===== config.mk =====
export PLATFORM = sky130hd
export DESIGN_NAME = pwm_generator
export DESIGN_NICKNAME = d
export VERILOG_FILES = /design/src/rtl/pwm_generator.sv
export SDC_FILE = /design/constraint.sdc
export NUM_CORES = 1
export LEC_CHECK = 0
export ABC_AREA = 1
export BUFFER_PORTS_ARGS = -buffer_cell sky130_fd_sc_hd__buf_2
export CAP_MARGIN = 10
export CORE_ASPECT_RATIO = 0.6
export CORE_MARGIN = 3
export CORE_UTILIZATION = 50
export DETAILED_ROUTE_END_ITERATION = 16
export HOLD_SLACK_MARGIN = 0.06
export PLACE_DENSITY = 0.88
export SLEW_MARGIN = 0
export SYNTH_ARGS = -nofsm -noshare
export SYNTH_HDL_FRONTEND = slang
export SYNTH_SLANG_ARGS = --single-unit
export TNS_END_PERCENT = 20

===== constraint.sdc =====
create_clock -name clk -period 1.8 [get_ports clk]
set_input_delay 0.09 -clock clk [delete_from_list [all_inputs] [get_ports clk]]
set_output_delay 0.09 -clock clk [all_outputs]
set_load 0.01 [all_outputs]

===== src/rtl/pwm_generator.sv =====
// pwm_generator: prescaler + 255-tick period counter driving 16 low/high/PWM outputs.
// Build option: define PWM_SHADOW_EN to double-buffer duty and PWM-mode select at period boundaries.
module pwm_generator #(
  parameter int unsigned PRESCALE = 3000
) (
  input  logic       clk,
  input  logic       rst,
  input  logic [7:0] en_reg_out_7_0,
  input  logic [7:0] en_reg_out_15_8,
  input  logic [7:0] en_reg_pwm_7_0,
  input  logic [7:0] en_reg_pwm_15_8,
  input  logic [7:0] pwm_duty_cycle,
  output logic [7:0] out_7_0,
  output logic [7:0] out_15_8,
  output logic       period_tick
);

  localparam logic [15:0] PRE_LAST = 16'(PRESCALE - 1);
  localparam logic [7:0]  PER_LAST = 8'd254;

  logic [15:0] r_pre_cnt;
  logic [7:0]  r_per_cnt;
  logic [15:0] r_out;
  logic        r_period_tick;

  logic        w_tick;
  logic        w_boundary;
  logic        w_pwm_lvl;
  logic [15:0] w_en_out;
  logic [15:0] w_en_pwm;
  logic [15:0] w_pwm_en_eff;
  logic [7:0]  w_duty_eff;
  logic [15:0] w_out_nxt;

  assign w_en_out   = {en_reg_out_15_8, en_reg_out_7_0};
  assign w_en_pwm   = {en_reg_pwm_15_8, en_reg_pwm_7_0};
  assign w_tick     = (r_pre_cnt == PRE_LAST);
  assign w_boundary = w_tick && (r_per_cnt == PER_LAST);

  always_ff @(posedge clk) begin
    if (rst) begin
      r_pre_cnt <= '0;
    end else if (w_tick) begin
      r_pre_cnt <= '0;
    end else begin
      r_pre_cnt <= r_pre_cnt + 16'd1;
    end
  end

  // Period is 0..254, so a duty of 0xFF never sees per_cnt catch up and stays high.
  always_ff @(posedge clk) begin
    if (rst) begin
      r_per_cnt <= '0;
    end else if (w_tick) begin
      r_per_cnt <= (r_per_cnt == PER_LAST) ? 8'd0 : r_per_cnt + 8'd1;
    end
  end

`ifdef PWM_SHADOW_EN
  logic [7:0]  r_duty_sh;
  logic [15:0] r_pwm_en_sh;

  always_ff @(posedge clk) begin
    if (rst) begin
      r_duty_sh   <= '0;
      r_pwm_en_sh <= '0;
    end else if (w_boundary) begin
      r_duty_sh   <= pwm_duty_cycle;
      r_pwm_en_sh <= w_en_pwm;
    end
  end

  assign w_duty_eff   = r_duty_sh;
  assign w_pwm_en_eff = r_pwm_en_sh;
`else
  assign w_duty_eff   = pwm_duty_cycle;
  assign w_pwm_en_eff = w_en_pwm;
`endif

  assign w_pwm_lvl = (r_per_cnt < w_duty_eff);
  assign w_out_nxt = w_en_out & (~w_pwm_en_eff | {16{w_pwm_lvl}});

  always_ff @(posedge clk) begin
    if (rst) begin
      r_out         <= '0;
      r_period_tick <= 1'b0;
    end else begin
      r_out         <= w_out_nxt;
      r_period_tick <= w_boundary;
    end
  end

  assign out_7_0     = r_out[7:0];
  assign out_15_8    = r_out[15:8];
  assign period_tick = r_period_tick;

endmodule


==> out/metrics.cfg <==
[yosys]
yosys.area.top_type = dfxtp_1
yosys-top-cells-area = dfxtp_1, nand2_1, a21oi_1
synth_cells = 283
synth_edf_count = 0
synth.distinct_cells = 26
synth_flop_cell = dfxtp_1
yosys.area.top_type_share_pct = 39.7
ys_async_sr_fraction_pct = 0
synth-seq-cells = 41
yosys_warnings = 0
syn_nets = 335
yosys-top-cells-count = nand2_1, dfxtp_1, a21oi_1, nor2_1, inv_1
ys_seq_area_share_pct = 39.7
synth_area_um2 = 2070
syn_area_per_cell_um2 = 7.30
synth.most_common_cell = nand2_1

[worst_setup_path]
cp-start-kind = flip-flop
crit_required_ns = 2.02
crit_fanout = 16
cp-end-kind = flip-flop
critPathKind = flip-flop to flip-flop
crit_arrival_ns = 1.90

[clocking]
cts_max_path_buffers = 2
cts_num_sinks = 41
cts_tree = built
cts_buffers = 5
holdBufCountCts = 32
path_clk_slew_ns = 0.09
postCtsSetupRepairBufs = 0
cts_resized = 0
worstSkewPairLatency_ns = 0.30
htreeDepth = 2
root_buffer = clkbuf_8

[finish]
drive_gt1_share_pct = 24.3
synthToLayoutAreaGrowth_pct = 36.0
design_area_um2 = 2810
diodes = 0
stdcell_count = 425
nets = 429

[floorplan]
start_util_pct = 54.3
fp.coreArea_um2 = 3810
dieArea_um2 = 4970
die_y_um = 55.8
die_x_um = 89.0
std_cell_rows = 17
pin_count = 59

[grt]
grt_max_degree = 18
grt_first_pass_wirelength_um = 9960
grtUsageTotal_pct = 26.2
grt_antenna_before_repair = 0
grt_pass1_vias = 2087
grt_overflow = 0

[detailed_routing]
ant_nets = 0
wirelength_um = 6190
first_iter_violations = 253
route.detailed.drc = 0
vias = 2237
drt_pass1_iterations = 5
vias_per_cell = 5.26
routedWlPerCell_um = 14.6

[outcome]
outcome = finished clean

[place]
dpl_cell_area_um2 = 2400
place_ws_ns = 0.235
place_hpwl_um = 3820
io_buffer_count = 58
placed_cells = 385
place.gp.congestion = 1.03

[pwr]
leakage_nw = 1.29
power.density_nw_per_um2 = 636
internal_power_mw = 1.32
power_frac_comb_pct = 11.4
clockPowerShare_pct = 35.8
power_switching_mw = 0.463
ir_worst_vdd_v = 0.000667
switching_share_pct = 25.9
power_frac_seq_pct = 52.7

[sta]
fin_skew_ns = 0.0139
maxSlewViolCount = 0
fin_setup_tns_ns = 0
hold_viol = 0
max_freq_mhz = 597
relSlewSlack_pct = 69.0
rsz0062_at_grt = no
hold_slack_ns = 0.0984
fin_crit_ns = 1.67
worst_slew_pin_slew_ns = 0.462
timing.final.crit_share_pct = 93.0
setup_violations = 0
worst_slack_ns = 0.125

[min_path]
min_path_type = input pin to flip-flop

[run]
maxCapViolations = 0

[layout by cell type (no fill, tap or decap)]
cell type,instances
nor2_4,4
nand2_2,4
a21oi_1,31
nor2_2,5
xnor2_1,3
ha_1,10
nand3_1,17
dlygate4sd3_1,32
nor3_1,6
nand3b_1,2
buf_2,58
inv_1,26
clkbuf_8,5
dfxtp_1,41
xor2_1,5
clkinv_4,1
nor2_1,29
nand4_1,7
nor3_2,2
clkinv_1,1
inv_2,5
nand2_1,73
nand2_4,2
nor3b_1,1
nand3_2,3
o21ai_0,2
clkinvlp_4,1
inv_6,1
buf_4,1
[sequential cells by signal, indices dropped and copies added, names as in the netlist]
signal	count
r_pre_cnt	16
period_tick	1
r_per_cnt	8
r_out	16
[critical path, stage by stage (launching register included)]
cell and delay, ns:
dfxtp_1 0.42, ha_1 0.28, a21oi_1 0.16, nor2_1 0.05
nor3_1 0.18, nand2_2 0.25, a21oi_1 0.24
[through the flow]
step	util [%]	power (mW)
global route	73.8	1.85
finish	73.8	1.79
CTS	73.8	1.78
global placement	62.9	1.09
detailed placement	62.9	1.10
floorplan	-	1.03
[final cells by class]
| class | instances | area, um2 |
|---|---|---|
| clock buffers | 5 | 68.8 |
| clock inverters | 3 | 25.0 |
| fillers | 277 | 997 |
| inverters | 32 | 120 |
| multi-input cells | 206 | 1100 |
| flip-flops and latches | 41 | 821 |
| well taps | 47 | 58.8 |
| repair buffers | 91 | 618 |
[routing by layer]
layer  part of all wire, %  GRT usage [%]
met4                   3.1           9.98
met1                    41           32.5
met2                    47           42.5
met5                     0              0
met3                   9.0           8.14
[power groups by stage]
stage / Sequential [mW] / Combinational [mW] / Clock [mW]
after global placement: 0.961 / 0.134 / 0
after global routing: 0.944 / 0.222 / 0.687
after floorplan: 0.972 / 0.0549 / 0
final: 0.942 / 0.204 / 0.640
after detailed placement: 0.962 / 0.139 / 0
after CTS: 0.941 / 0.192 / 0.644
[cells by family after synthesis]
logic type | synth area share [%]
simple gates | 35.7
flops | 39.7
buf+inv | 7.14
compound gates | 7.99
fa+ha+maj | 6.05
xor+xnor | 3.39
[final timing paths]
kind	startpoint	endpoint	slack (ns)	depth (start not counted)
worst min register to register	r_pre_cnt[0]	r_pre_cnt[0]	0.47	1
worst max register to register	r_per_cnt[5]	r_out[0]	0.13	6
worst min-delay path	rst	r_per_cnt[6]	0.1	2
worst max-delay path	r_per_cnt[5]	r_out[0]	0.13	6
No activity file was read; power rests on OpenSTA's default activity.
